File: config.mk
export PLATFORM = sky130hd
export DESIGN_NAME = systolic_feed_ram
export DESIGN_NICKNAME = d
export VERILOG_FILES = /design/src/rtl/systolic_feed_ram.sv
export SDC_FILE = /design/constraint.sdc
export NUM_CORES = 1
export LEC_CHECK = 0
export CAP_MARGIN = 30
export CORE_MARGIN = 1.5
export CORE_UTILIZATION = 44
export DETAILED_ROUTE_END_ITERATION = 7
export DONT_BUFFER_PORTS = 1
export PLACE_DENSITY_LB_ADDON = 0.25
export SLEW_MARGIN = 10
export SYNTH_ARGS = -nofsm -noshare
export SYNTH_HDL_FRONTEND = slang
export SYNTH_SLANG_ARGS = --single-unit
File: constraint.sdc
create_clock -name clk -period 2.8 [get_ports clk]
set_clock_uncertainty 0.15 [all_clocks]
set_input_delay 0.14 -clock clk [delete_from_list [all_inputs] [get_ports clk]]
set_output_delay 0.14 -clock clk [all_outputs]
set_load 0.1 [all_outputs]
File: src/rtl/systolic_feed_ram.sv
// Multi-bank operand memory for the systolic array: N banks sharing one write port,
// streamed in parallel with lane i skewed by i cycles to form the PE diagonal wavefront.
module systolic_feed_ram #(
    parameter int DATA_W = 16,
    parameter int ADDR_W = 4,
    parameter int N      = 2
) (
    input  logic                          clk,
    input  logic                          rst,
    input  logic                          wr_en,
    input  logic [((N > 1) ? $clog2(N) : 1)-1:0] wr_ch,
    input  logic [ADDR_W-1:0]             wr_addr,
    input  logic [DATA_W-1:0]             wr_data,
    input  logic                          start,
    input  logic [ADDR_W-1:0]             base,
    input  logic [ADDR_W:0]               len,
    output logic                          busy,
    output logic                          done,
    output logic [N*DATA_W-1:0]           dout,
    output logic [N-1:0]                  dout_valid
);

    localparam int DEPTH = 1 << ADDR_W;
    localparam int CH_W  = (N > 1) ? $clog2(N) : 1;

    typedef enum logic [1:0] {IDLE, STREAM, DRAIN} state_t;

    state_t              state;
    logic [ADDR_W-1:0]   base_q;
    logic [ADDR_W:0]     len_q;
    logic [ADDR_W:0]     cnt;
    logic                zero_done;
    logic [N-1:0]        vld;
    logic [N-1:0]        lst;
    logic                streaming;
    logic                issue_last;
    logic [ADDR_W-1:0]   raddr;

    assign streaming  = (state == STREAM);
    assign issue_last = streaming && (cnt == len_q - 1'b1);
    assign raddr      = base_q + cnt[ADDR_W-1:0];

    always_ff @(posedge clk) begin
        if (rst) begin
            state     <= IDLE;
            busy      <= 1'b0;
            zero_done <= 1'b0;
            base_q    <= '0;
            len_q     <= '0;
            cnt       <= '0;
        end else begin
            zero_done <= 1'b0;
            case (state)
                IDLE: begin
                    if (start) begin
                        if (len != '0) begin
                            base_q <= base;
                            len_q  <= len;
                            cnt    <= '0;
                            busy   <= 1'b1;
                            state  <= STREAM;
                        end else begin
                            zero_done <= 1'b1;
                        end
                    end
                end
                STREAM: begin
                    cnt <= cnt + 1'b1;
                    if (issue_last) state <= DRAIN;
                end
                DRAIN: begin
                    // The last lane's final word is on the bus this cycle.
                    if (lst[N-1]) begin
                        busy  <= 1'b0;
                        state <= IDLE;
                    end
                end
                default: state <= IDLE;
            endcase
        end
    end

    // Valid and last-word markers ride a shared skew chain; stage i belongs to lane i.
    always_ff @(posedge clk) begin
        if (rst) begin
            vld <= '0;
            lst <= '0;
        end else begin
            vld[0] <= streaming;
            lst[0] <= issue_last;
            for (int j = 1; j < N; j++) begin
                vld[j] <= vld[j-1];
                lst[j] <= lst[j-1];
            end
        end
    end

    assign done       = lst[N-1] | zero_done;
    assign dout_valid = vld;

    for (genvar gi = 0; gi < N; gi++) begin : g_lane
        logic [DATA_W-1:0] mem [DEPTH];
        logic [DATA_W-1:0] sr  [gi+1];

        // NOTE: bank storage has no reset; clearing a RAM array would defeat RAM inference.
        always_ff @(posedge clk) begin
            if (wr_en && (wr_ch == CH_W'(gi))) mem[wr_addr] <= wr_data;
        end

        // NOTE: non-blocking assignment makes a same-cycle write invisible to this read,
        // giving read-before-write behaviour without any bypass logic.
        always_ff @(posedge clk) begin
            if (rst) begin
                for (int j = 0; j <= gi; j++) sr[j] <= '0;
            end else begin
                sr[0] <= streaming ? mem[raddr] : '0;
                for (int j = 1; j <= gi; j++) sr[j] <= sr[j-1];
            end
        end

        assign dout[gi*DATA_W +: DATA_W] = sr[gi];
    end

endmodule

==> results of run 1 <==
[cells in the mapped netlist (all sizes together) (2+ instances only)]
| master | n |
|---|---|
| buf | 47 |
| and2 | 2 |
| o21ai | 4 |
| clkbuf | 17 |
| inv | 10 |
| nand2b | 4 |
| xor2 | 4 |
| mux4 | 128 |
| nand4b | 2 |
| mux2i | 71 |
| edfxtp | 512 |
| nand3 | 6 |
| or2 | 2 |
| nor3 | 15 |
| dfxtp | 70 |
| o22ai | 32 |
| xnor2 | 5 |
| nand2 | 13 |
| nor2 | 35 |
| nor2b | 21 |
| a21oi | 7 |
| nand3b | 2 |
| ha | 5 |
| a22oi | 2 |
| nand4 | 2 |
| or3 | 2 |
[layout make-up]
class | instances | area share (%)
Sequential cell | 582 | 64.80
Timing Repair Buffer | 143 | 6.185
Inverter | 10 | 0.1450
Clock inverter | 22 | 0.6571
Clock buffer | 82 | 6.141
Antenna cell | 3 | 0.02899
Tap cell | 664 | 3.208
Multi-Input combinational cell | 377 | 18.84
[path summary, 6_finish.rpt]
kind | to | slack, ps | startpoint
worst min-delay path | g_lane[1].mem[7][2] | 20 | wr_addr[2]
worst max register to register | g_lane[0].sr[0][15] | 90 | base_q[1]
worst max-delay path | g_lane[0].sr[0][15] | 90 | base_q[1]
worst min register to register | g_lane[1].sr[0][31] | 290 | g_lane[1].sr[0][15]
[through the flow]
stage | worst slack (ps) | area [um^2]
2_1_floorplan | 337.9 | 21880
4_1_cts | 6.249 | 25820
3_5_place_dp | -99.37 | 23280
6_report | 86.27 | 25890
3_3_place_gp | -114.4 | 23230
5_1_grt | 21.75 | 25890
[flip-flops by register name, summed over array words and instances, names as in the netlist]
| signal | count |
|---|---|
| g_lane.sr | 48 |
| dout_valid | 2 |
| state | 2 |
| lst | 2 |
| zero_done | 1 |
| base_q | 4 |
| g_lane.mem | 512 |
| len_q | 5 |
| cnt | 5 |
| busy | 1 |
[routing by layer]
layer	part of all wire (%)	global-route usage, %	routed length (um)
met1	46	28.26	21590
met2	46	29.22	21980
met3	6.2	3.318	2961
met4	1.9	5.196	884
met5	0	0	0
[worst reg2reg max path, delay by kind of cell, from the launching register on]
family                   cells  cell delay (ps)
AO/OA/AOI/OAI                1              140
flip-flops                   1              380
multiplexers                 2              590
adder cells (fa/ha/maj)      1              860
buffers and inverters        3              470
[what timing repair did]
action / CTS / global route
gates resized for setup: 5 / 14
setup endpoints to repair: 4 / 13
gates cloned: 0 / 0
hold buffers: 58 / 0
pin swaps: 0 / 0
hold endpoints to repair: 838 / 0
[kinds of logic (layout without fill, tap and decap cells)]
kind of cell	after synthesis	in the layout	synth area share, %
mux	199	199	16.44
fa+ha+maj	6	6	0.3775
flops	582	582	76.68
compound gates	54	54	1.567
other cells	0	3	0
buf+inv	74	257	1.847
simple gates	109	109	2.636
xor+xnor	9	9	0.4461
[power by group]
part / switching, uW / total, uW / internal [uW]
Sequential: 200 / 9770 / 9570
Combinational: 926 / 1820 / 893
Clock: 3130 / 7250 / 4120
Total: 4260 / 18800 / 14600
==> qor.log, run 1 <==
INFO  timing         period_needed=2714ps
INFO  logic_synthesis synth_cell_type_count=48
INFO  logic_synthesis netlist_top_cells_area=sky130_fd_sc_hd__edfxtp_1 70%, sky130_fd_sc_hd__mux4_2 13%, sky130_fd_sc_hd__dfxtp_1 6.4%, sky130_fd_sc_hd__mux2i_1 3.2%, sky130_fd_sc_hd__o22ai_1 0.92%
INFO  clocking       worst_skew_pair.late_latency=610ps
INFO  timing         worst_hold_slack=22.29ps
INFO  detailed_routing vias=10.37k
INFO  place          place.port_buffers=0
INFO  worst_setup_path slowest_cp_cell=sky130_fd_sc_hd__fa_4
INFO  clocking       cts_buffers=57
INFO  cells_and_area layout_common_cells=512 x sky130_fd_sc_hd__edfxtp_1, 128 x sky130_fd_sc_hd__mux4_2, 68 x sky130_fd_sc_hd__dfxtp_1
INFO  floorplan      starting_density_of_the_core=44.60%
INFO  floorplan      std_cell_rows=81
INFO  timing         slew_headroom=30.50%
INFO  cells_and_area final_core_utilization=52.79%
INFO  logic_synthesis synth_warnings=0
INFO  worst_setup_path path_class=flop to flop
INFO  hold_path      hold_depth=3
INFO  worst_setup_path cp_data_required_time=3120ps
INFO  detailed_routing avgViaCountPerCell=5.505
INFO  grt            number_of_global_route_vias_before_repair=10.54k
INFO  detailed_routing drt-pass1-iter-count=5
INFO  detailed_routing drt-wirelength-per-cell=25.18um
INFO  detailed_routing first_iter_violations=989
INFO  pwr            cellPowerDensity=727.8nW/um^2
INFO  grt            grt_use_total=19.06%
INFO  cells_and_area design.final.nets=1211
INFO  clocking       htreeDepth=2
INFO  logic_synthesis synthFlopType=sky130_fd_sc_hd__edfxtp_1
INFO  logic_synthesis synth-seq-cells=582
INFO  timing         max_transition_viols_final=0
INFO  grt            grt_first_pass_wirelength=69.79mm
INFO  worst_setup_path critical_path.max_fanout=28
INFO  worst_setup_path worst_r2r_path_depth=7
INFO  logic_synthesis async_flop_share=0%
INFO  clocking       cts_post_setup_buffers_inserted=0
INFO  clocking       clock_tree.root_cell=sky130_fd_sc_hd__clkbuf_16
INFO  logic_synthesis syn-mean-instance-area=21.18um^2
INFO  logic_synthesis sequential_element_share_of_the_synthesized_area=76.68%
INFO  worst_setup_path worst_setup_path_end_kind=flop
INFO  hold_path      worst_hold_check_path_type=primary input to flop
INFO  pwr            vdd_drop_max=0.0004580V
INFO  cells_and_area layout_commonest_cell=sky130_fd_sc_hd__edfxtp_1
INFO  worst_setup_path critPathArrivalTime=3030ps
INFO  status         outcome=completed
INFO  detailed_routing drc=0
INFO  worst_setup_path worstPathBufferInverterCount=3
INFO  worst_setup_path worst_path_dominant_cell_family=adder cells
INFO  timing         achievable-frequency=0.3685GHz
INFO  logic_synthesis synthesis.nets=1073
INFO  place          place_congestion=0.7599
INFO  logic_synthesis syn_area=21880um^2
INFO  timing         worst_pin_slew=1041ps
INFO  timing         setup_tns_after_final_layout=0ps
INFO  clocking       number_of_buffers_on_the_longest_clock_path=3
INFO  logic_synthesis synth_edf_count=512
INFO  worst_setup_path startpoint_type=flop
INFO  cells_and_area post_route_cells_drive_above_1_share=28.95%
INFO  cells_and_area layout.area.seq=16780um^2
INFO  worst_setup_path crit_chain=inv_1, fa_4, buf_12, buf_16, mux4_2, mux2i_4, o22ai_1
INFO  timing         layout_worst_path_cycle_share=96.92%
INFO  floorplan      die-area=51070um^2
INFO  cells_and_area fillCellCount=3854
INFO  cells_and_area fin_cells=1883
INFO  pwr            power.static_leakage=0.008694uW
INFO  pwr            total_power=18850uW
INFO  cells_and_area syn2layout_area_growth=18.36%
INFO  logic_synthesis postSynthCellCount=1033
INFO  floorplan      core_area=49050um^2
INFO  grt            grt_antenna_before_repair=2
INFO  place          place.detailed.instances=1718
INFO  clocking       clk_transition_reported_paths=60ps
INFO  run            number_of_max_cap_violations=0
INFO  detailed_routing postRouteWirelength=47.41mm
INFO  floorplan      pin_count=70
INFO  worst_setup_path crit_path_max_incr_delay=860ps
INFO  logic_synthesis post-synth-top-area-cell=sky130_fd_sc_hd__edfxtp_1
INFO  floorplan      die_height=226.0um
INFO  grt            global_route.overflow_total=0
INFO  logic_synthesis yosysTopAreaCellShare=70.28%
INFO  place          place_hpwl=26.73mm
INFO  grt            largest_net_degree_at_the_start_of_global_routing=41
INFO  clocking       tritoncts_clock_tree=built
INFO  cells_and_area multi_input_gate_area_in_the_final_layout=4878um^2
INFO  timing         hold_viol_final=0
INFO  clocking       clock_sink_count=582
INFO  timing         rsz0062_at_grt=false
INFO  detailed_routing drtAntennaViolNets=0
INFO  floorplan      die_w=226.0um
INFO  worst_setup_path worst-path-stages=7
INFO  timing         final-setup-viol-count=0
Note: power is estimated with default switching activity, not from simulation.
==> run 2, diff against run 1 <==
Settings changed: CORE_UTILIZATION 44 to 50.
==> run 2 against run 1 <==
- setup slack worse by 78 ps
- final cell count is 3.6% lower
- count of clock-buffer cells in the layout fell by 1
- sequential power hardly changed
- critical endpoint is now g_lane[0].sr[0][14]
- largest cell class unchanged
- worst hold slack improved by 6.0 ps
==> qor.log, run 2 (synthesis results as in run 1) <==
INFO  worst_setup_path critPathArrivalTime=3110ps [+80 ps]
INFO  worst_setup_path path_class=flop to flop
INFO  pwr            power.static_leakage=0.008685uW [-0.10%]
INFO  floorplan      pin_count=70 [unchanged]
INFO  grt            grt_first_pass_wirelength=69.41mm [-0.55%]
INFO  place          place.port_buffers=0 [unchanged]
INFO  worst_setup_path worst_r2r_path_depth=9 [+2]
INFO  pwr            part_of_the_total_power_dissipated_in_sequential_elements=52.4% [+0.5 points]
INFO  timing         max_transition_viols_final=0 [unchanged]
INFO  status         outcome=completed
INFO  timing         period_needed=2792ps [+78.07 ps]
INFO  timing         worst_pin_slew=1034ps [-7.439 ps]
INFO  cells_and_area biggestRegsByFlops=g_lane.mem: 512 flops, g_lane.sr: 48 flops
INFO  place          place_congestion=0.7353 [-3.2%]
INFO  cells_and_area top_register=g_lane.mem
INFO  worst_setup_path cp_data_required_time=3120ps [about the same]
INFO  pwr            pwr-share-clk=37.3% [-1.2 points]
INFO  cells_and_area syn2layout_area_growth=19.02%
INFO  detailed_routing vias=10.44k [+0.76%]
INFO  cells_and_area layout_common_cells=512 x sky130_fd_sc_hd__edfxtp_1, 128 x sky130_fd_sc_hd__mux4_2, 68 x sky130_fd_sc_hd__dfxtp_1
INFO  detailed_routing drtAntennaViolNets=0 [unchanged]
INFO  worst_setup_path reg2reg_setup_slack=8ps [-80 ps]
INFO  clocking       clock_sink_count=582 [unchanged]
INFO  cells_and_area post_route_cells_drive_above_1_share=29.54% [+0.59 points]
INFO  grt            number_of_global_route_vias_before_repair=10.54k [-0.019%]
INFO  cells_and_area largest_register_ffs=512 [unchanged]
INFO  worst_setup_path critical_path.max_fanout=8 [-71%]
INFO  grt            global_route.overflow_total=0 [unchanged]
INFO  timing         hold_viol_final=0 [unchanged]
INFO  timing         rsz0062_at_grt=true
INFO  detailed_routing postRouteWirelength=47.80mm [+0.81%]
INFO  hold_path      destination_of_the_worst_hold_path=g_lane[1].mem[2][0]
INFO  cells_and_area postLayoutCellArea=26040um^2 [+0.56%]
INFO  cells_and_area layout_commonest_cell=sky130_fd_sc_hd__edfxtp_1
INFO  hold_path      worst_hold_startpoint=wr_ch
INFO  grt            grt_use_total=21.71% [+2.7 points]
INFO  detailed_routing first_iter_violations=1213 [+23%]
INFO  cells_and_area design.final.nets=1221 [+0.83%]
INFO  clocking       cts_buffers=57 [unchanged]
INFO  pwr            sw_share=23.09% [+0.48 points]
INFO  hold_path      worst_hold_check_path_type=primary input to flop
INFO  clocking       number_of_buffers_on_the_longest_clock_path=3 [unchanged]
INFO  floorplan      die-area=45020um^2 [-12%]
INFO  floorplan      core_area=43080um^2 [-12%]
INFO  pwr            vdd_drop_max=0.0004912V [+7.2%]
INFO  worst_setup_path worst_r2r_endpoint=g_lane[0].sr[0][14]
INFO  clocking       tritoncts_clock_tree=built
INFO  floorplan      starting_density_of_the_core=50.79% [+6.2 points]
INFO  timing         slew_headroom=31.00% [+0.50 points]
INFO  clocking       clk_transition_reported_paths=60ps [about the same]
INFO  timing         worst_hold_slack=28.34ps [+6.044 ps]
INFO  floorplan      die_height=212.2um [-6.1%]
INFO  timing         achievable-frequency=0.3582GHz [-2.8%]
INFO  pwr            p_int=14360uW [-1.5%]
INFO  pwr            cellPowerDensity=717.2nW/um^2 [-1.5%]
INFO  detailed_routing drc=0 [unchanged]
INFO  floorplan      die_w=212.2um [-6.1%]
INFO  clocking       worst_skew_pair.late_latency=620ps [about the same]
INFO  clocking       clock_tree.root_cell=sky130_fd_sc_hd__clkbuf_16
INFO  worst_setup_path reg2reg_from=cnt[0]
INFO  timing         layout_worst_path_cycle_share=99.71% [+2.8 points]
INFO  timing         final-setup-viol-count=0 [unchanged]
INFO  run            number_of_max_cap_violations=0 [unchanged]
INFO  pwr            switching_power=4311uW [+1.2%]
INFO  grt            largest_net_degree_at_the_start_of_global_routing=35 [-15%]
INFO  detailed_routing drt-pass1-iter-count=5 [unchanged]
INFO  pwr            power_frac_comb=10.2% [+0.5 points]
INFO  clocking       htreeDepth=2 [unchanged]
INFO  worst_setup_path startpoint_type=flop
INFO  detailed_routing drt-wirelength-per-cell=26.33um [+4.6%]
INFO  worst_setup_path worst_setup_path_end_kind=flop
INFO  detailed_routing avgViaCountPerCell=5.754 [+4.5%]
INFO  floorplan      std_cell_rows=76 [-6.2%]
INFO  place          detailed_place.area=23200um^2 [-0.36%]
INFO  place          place_hpwl=26.39mm [-1.3%]
INFO  hold_path      hold_depth=3 [unchanged]
INFO  grt            grt_antenna_before_repair=2 [unchanged]
-- run 2: cell count changes in the layout (fill, tap and decap cells not counted), sizes merged --
cell,previous run,this run
bufinv,2,0
dlygate4sd3,41,47
buf,102,105
clkinvlp,2,1
inv,13,14
clkinv,15,21
diode,3,1
-- run 2: worst max path at each step --
stage,to,startpoint,slack [ps]
detailed placement,g_lane[1].sr[0][3],base_q[0],-100
finish,g_lane[0].sr[0][14],cnt[0],8
global route,g_lane[0].sr[0][10],cnt[0],-60
CTS,g_lane[0].sr[0][7],base_q[0],10
global placement,g_lane[1].sr[0][3],base_q[0],-90
floorplan,g_lane[1].sr[0][14],cnt[0],340
-- run 2: worst max-delay path: stages (launching register included) --
cell                      delay, ps
sky130_fd_sc_hd__dfxtp_2        360
sky130_fd_sc_hd__ha_4           140
sky130_fd_sc_hd__inv_2           40
sky130_fd_sc_hd__fa_4           890
sky130_fd_sc_hd__buf_12         160
sky130_fd_sc_hd__buf_6          150
sky130_fd_sc_hd__mux4_2         300
sky130_fd_sc_hd__mux2i_1        170
sky130_fd_sc_hd__buf_4          160
sky130_fd_sc_hd__o22ai_2        120
-- run 2: what timing repair did --
| item | 4_1_cts | 5_1_grt |
|---|---|---|
| gates resized for setup | 12 | 38 |
| setup buffers | 4 | 6 |
| hold endpoints to repair | 930 | 0 |
| cloned | 0 | 1 |
| pin swaps | 0 | 5 |
| endpoints found under the setup margin | 12 | 8 |
| hold buffers | 62 | 0 |
-- run 2: cell type report --
| cell class | count | area [um^2] |
|---|---|---|
| clock inverters | 26 | 141.4 |
| multi-input cells | 377 | 5011 |
| inverters | 10 | 37.54 |
| diodes | 1 | 2.502 |
| well taps | 585 | 732.0 |
| flip-flops and latches | 582 | 16780 |
| fillers | 2972 | 17040 |
| clock buffers | 81 | 1536 |
| repair buffers | 153 | 1799 |
-- run 2: power by group through the flow --
stage / combinational (uW) / sequential, uW / clock [uW]
after floorplan: 1090 / 9920 / 0
after global placement: 1460 / 10000 / 0
after detailed placement: 1510 / 9980 / 0
after CTS: 1800 / 9790 / 7060
after global routing: 2030 / 9800 / 7400
final: 1910 / 9790 / 6970
-- run 2: per-stage QoR --
stage / TNS (ps) / setup WS (ps) / utilization (%) / power, uW / std cells
2_1_floorplan: 0 / 337.9 / - / 11010 / 1033
3_3_place_gp: -181.5 / -87.73 / 53.66 / 11460 / 1629
3_5_place_dp: -364.1 / -96.71 / 53.85 / 11490 / 1632
4_1_cts: 0 / 11.10 / 59.75 / 18650 / 1805
5_1_grt: -277.0 / -60.87 / 60.45 / 19230 / 1815
6_report: 0 / 8.199 / 60.45 / 18670 / 1815
-- run 2: layer usage --
metal	global-route usage (%)	share of wire (%)	vias up
li1	-	-	4520
met1	31.76	43	5491
met2	33.58	48	362
met3	4.742	7.2	69
met4	5.320	1.8	2
met5	0	0.027	-
==> run 3, diff against run 2 <==
Settings changed: RECOVER_POWER from default to 25.
==> run 3 against run 2 <==
- wire length hardly changed
- sequential cell count unchanged
- setup slack worse by 4.5 ps
- critical path type unchanged
- final area is 0.80% lower
- clock power about the same
- global-route usage stayed put
- combinational power decreased by 2%
- power decreased by 0.20%
- maximum frequency is 0.16% lower
- the flow now finishes with violations (max-capacitance violations, max-slew violations)
- critical path depth unchanged
==> qor.log, run 3 (synthesis results as in run 1) <==
INFO  status         outcome=finished, violations left
INFO  status         failed_checks=max-capacitance violations, max-slew violations
INFO  worst_setup_path cp_data_required_time=3120ps [about the same]
INFO  cells_and_area fin_cells=1816 [+0.055%]
INFO  worst_setup_path critical_path.startpoint=cnt[0]
INFO  cells_and_area post_route_cells_drive_above_1_share=28.48% [-1.1 points]
INFO  detailed_routing drt-pass1-iter-count=5 [unchanged]
INFO  cells_and_area layout_common_cells=512 x sky130_fd_sc_hd__edfxtp_1, 128 x sky130_fd_sc_hd__mux4_2, 68 x sky130_fd_sc_hd__dfxtp_1
INFO  clocking       clock_tree.root_cell=sky130_fd_sc_hd__clkbuf_16
INFO  detailed_routing vias=10.45k [+0.067%]
INFO  worst_setup_path reg2reg_setup_slack=4ps [about the same]
INFO  grt            number_of_global_route_vias_before_repair=10.54k [unchanged]
INFO  pwr            vdd_drop_max=0.0004903V [-0.18%]
INFO  floorplan      starting_density_of_the_core=50.79% [unchanged]
INFO  floorplan      die_height=212.2um [unchanged]
INFO  floorplan      core_area=43080um^2 [unchanged]
INFO  grt            grt_use_met2=33.58% [unchanged]
INFO  grt            grt_util_met3=4.742% [unchanged]
INFO  worst_setup_path critical_path.max_fanout=8 [unchanged]
INFO  floorplan      die-area=45020um^2 [unchanged]
INFO  pwr            cellPowerDensity=721.5nW/um^2 [+0.61%]
INFO  timing         worst_hold_slack=27.86ps [-0.4746 ps]
INFO  timing         period_needed=2796ps [+4.499 ps]
INFO  worst_setup_path worst_setup_path_end_kind=flop
INFO  timing         rsz0062_at_grt=true
INFO  timing         slew_headroom=-21.68% [-53 points]
INFO  cells_and_area design.final.nets=1221 [unchanged]
INFO  clocking       cts_buffers=57 [unchanged]
INFO  clocking       clock_sink_count=582 [unchanged]
INFO  place          place_congestion=0.7353 [unchanged]
INFO  run            number_of_max_cap_violations=10 [+10]
INFO  clocking       clk_transition_reported_paths=60ps [about the same]
INFO  grt            grt_first_pass_wirelength=69.41mm [unchanged]
INFO  grt            grt_antenna_before_repair=2 [unchanged]
INFO  worst_setup_path worst_r2r_path_depth=9 [unchanged]
INFO  floorplan      die_w=212.2um [unchanged]
INFO  place          detailed_place.area=23200um^2 [unchanged]
INFO  timing         achievable-frequency=0.3576GHz [-0.16%]
INFO  cells_and_area postLayoutCellArea=25830um^2 [-0.80%]
INFO  timing         setup_tns_after_final_layout=0ps [unchanged]
INFO  cells_and_area biggestRegsByFlops=g_lane.mem: 512 flops, g_lane.sr: 48 flops
INFO  worst_setup_path worst_path_dominant_cell_family=adder cells
INFO  detailed_routing first_iter_violations=1068 [-12%]
INFO  worst_setup_path worstPathBufferInverterCount=4 [unchanged]
INFO  worst_setup_path startpoint_type=flop
INFO  place          place.detailed.instances=1632 [unchanged]
INFO  timing         layout_worst_path_cycle_share=99.87% [+0.16 points]
INFO  cells_and_area largest_register_ffs=512 [unchanged]
INFO  timing         final-setup-viol-count=0 [unchanged]
INFO  clocking       htreeDepth=2 [unchanged]
INFO  cells_and_area top_register=g_lane.mem
INFO  place          place_hpwl=26.39mm [unchanged]
INFO  grt            largest_net_degree_at_the_start_of_global_routing=35 [unchanged]
INFO  floorplan      std_cell_rows=76 [unchanged]
INFO  cells_and_area layout_commonest_cell=sky130_fd_sc_hd__edfxtp_1
INFO  detailed_routing drt-wirelength-per-cell=26.34um [about the same]
INFO  floorplan      pin_count=70 [unchanged]
INFO  worst_setup_path path_class=flop to flop
INFO  timing         hold_viol_final=0 [unchanged]
INFO  detailed_routing drtAntennaViolNets=0 [unchanged]
INFO  clocking       tritoncts_clock_tree=built
INFO  clocking       worst_skew_pair.late_latency=620ps [about the same]
INFO  detailed_routing avgViaCountPerCell=5.755 [about the same]
INFO  worst_setup_path crit_path_max_incr_delay=890ps [about the same]
INFO  grt            met1_usage=31.76% [unchanged]
INFO  clocking       number_of_buffers_on_the_longest_clock_path=3 [unchanged]
INFO  hold_path      destination_of_the_worst_hold_path=g_lane[1].mem[2][0]
INFO  cells_and_area multi_input_gate_area_in_the_final_layout=5011um^2 [unchanged]
INFO  worst_setup_path slowest_cp_cell=sky130_fd_sc_hd__fa_4
INFO  worst_setup_path critPathArrivalTime=3110ps [about the same]
INFO  cells_and_area fillCellCount=3002 [+1.0%]
INFO  hold_path      hold_depth=3 [unchanged]
INFO  hold_path      worst_hold_startpoint=wr_ch
INFO  detailed_routing drc=0 [unchanged]
INFO  pwr            total_power=18640uW [-0.20%]
INFO  hold_path      worst_hold_check_path_type=primary input to flop
INFO  worst_setup_path reg2reg_from=cnt[0]
INFO  worst_setup_path worst-path-stages=9 [unchanged]
INFO  grt            grt_use_total=21.71% [unchanged]
INFO  detailed_routing postRouteWirelength=47.84mm [about the same]
INFO  place          place.port_buffers=0 [unchanged]
INFO  grt            grt-busiest-layer=met2
INFO  timing         max_transition_viols_final=330 [+330]
INFO  cells_and_area syn2layout_area_growth=18.07%
INFO  timing         worst_pin_slew=1825ps [+791.5 ps]
INFO  cells_and_area layout.area.seq=16780um^2 [unchanged]
INFO  worst_setup_path crit_chain=ha_4, inv_2, fa_4, buf_12, buf_6, mux4_2, mux2i_1, buf_4, o22ai_2
INFO  grt            global_route.overflow_total=0 [unchanged]
INFO  worst_setup_path worst_r2r_endpoint=g_lane[0].sr[0][14]
INFO  pwr            power.static_leakage=0.008578uW [-1.2%]
==> run 3: changes by cell type in the layout (fill, tap and decap cells not counted), sizes merged <==
| cell | before | now |
|---|---|---|
| clkbuf | 82 | 95 |
| diode | 1 | 2 |
| buf | 105 | 92 |
==> run 3: worst max-delay path by stage <==
| stage | end | slack, ps |
|---|---|---|
| after floorplan | g_lane[1].sr[0][14] | 340 |
| after global placement | g_lane[1].sr[0][3] | -90 |
| after detailed placement | g_lane[1].sr[0][3] | -100 |
| after CTS | g_lane[0].sr[0][7] | 10 |
| after global routing | g_lane[0].sr[0][10] | -60 |
| final | g_lane[0].sr[0][14] | 4 |
==> run 3: worst reg2reg max path: stages, from the launching register on <==
cell	delay [ps]
sky130_fd_sc_hd__dfxtp_2	360
sky130_fd_sc_hd__ha_4	140
sky130_fd_sc_hd__inv_2	40
sky130_fd_sc_hd__fa_4	890
sky130_fd_sc_hd__buf_12	160
sky130_fd_sc_hd__buf_6	150
sky130_fd_sc_hd__mux4_2	310
sky130_fd_sc_hd__mux2i_1	180
sky130_fd_sc_hd__buf_4	160
sky130_fd_sc_hd__o22ai_2	120
==> run 3: what timing repair did <==
| action | in CTS | in global routing |
|---|---|---|
| setup buffers | 4 | 6 |
| endpoints found under the setup margin | 12 | 8 |
| gates cloned | 0 | 1 |
| pin swaps | 0 | 5 |
| hold buffers | 62 | 0 |
| resized for setup | 12 | 38 |
| hold endpoints to repair | 930 | 0 |
==> run 3: layer usage <==
metal,routed length (um),vias to the layer above,part of all wire (%)
li1,-,4518,-
met1,20580,5492,43
met2,22660,373,47
met3,3724,66,7.8
met4,857,2,1.8
met5,10,-,0.021
==> run 3: stage by stage <==
step / setup WS, ps / utilization (%)
after floorplan: 337.9 / -
after global placement: -87.73 / 53.66
after detailed placement: -96.71 / 53.85
after CTS: 11.10 / 59.75
after global routing: -60.87 / 59.96
final: 3.700 / 59.96
==> run 3: area by class of cell <==
type | count | area share (%)
antenna | 2 | 0.01938
clock buffer | 81 | 5.948
clock inverter | 26 | 0.5474
inverter | 10 | 0.1453
multi-input combinational | 377 | 19.40
sequential | 582 | 64.96
tap | 585 | 2.834
timing repair buffer | 153 | 6.147
==> run 3: power breakdown <==
group,leakage (uW),total (uW),switching (uW),internal (uW)
logic,0.00258,1870,941,933
clock network,0.000816,6960,3140,3820
registers,0.00518,9800,218,9580
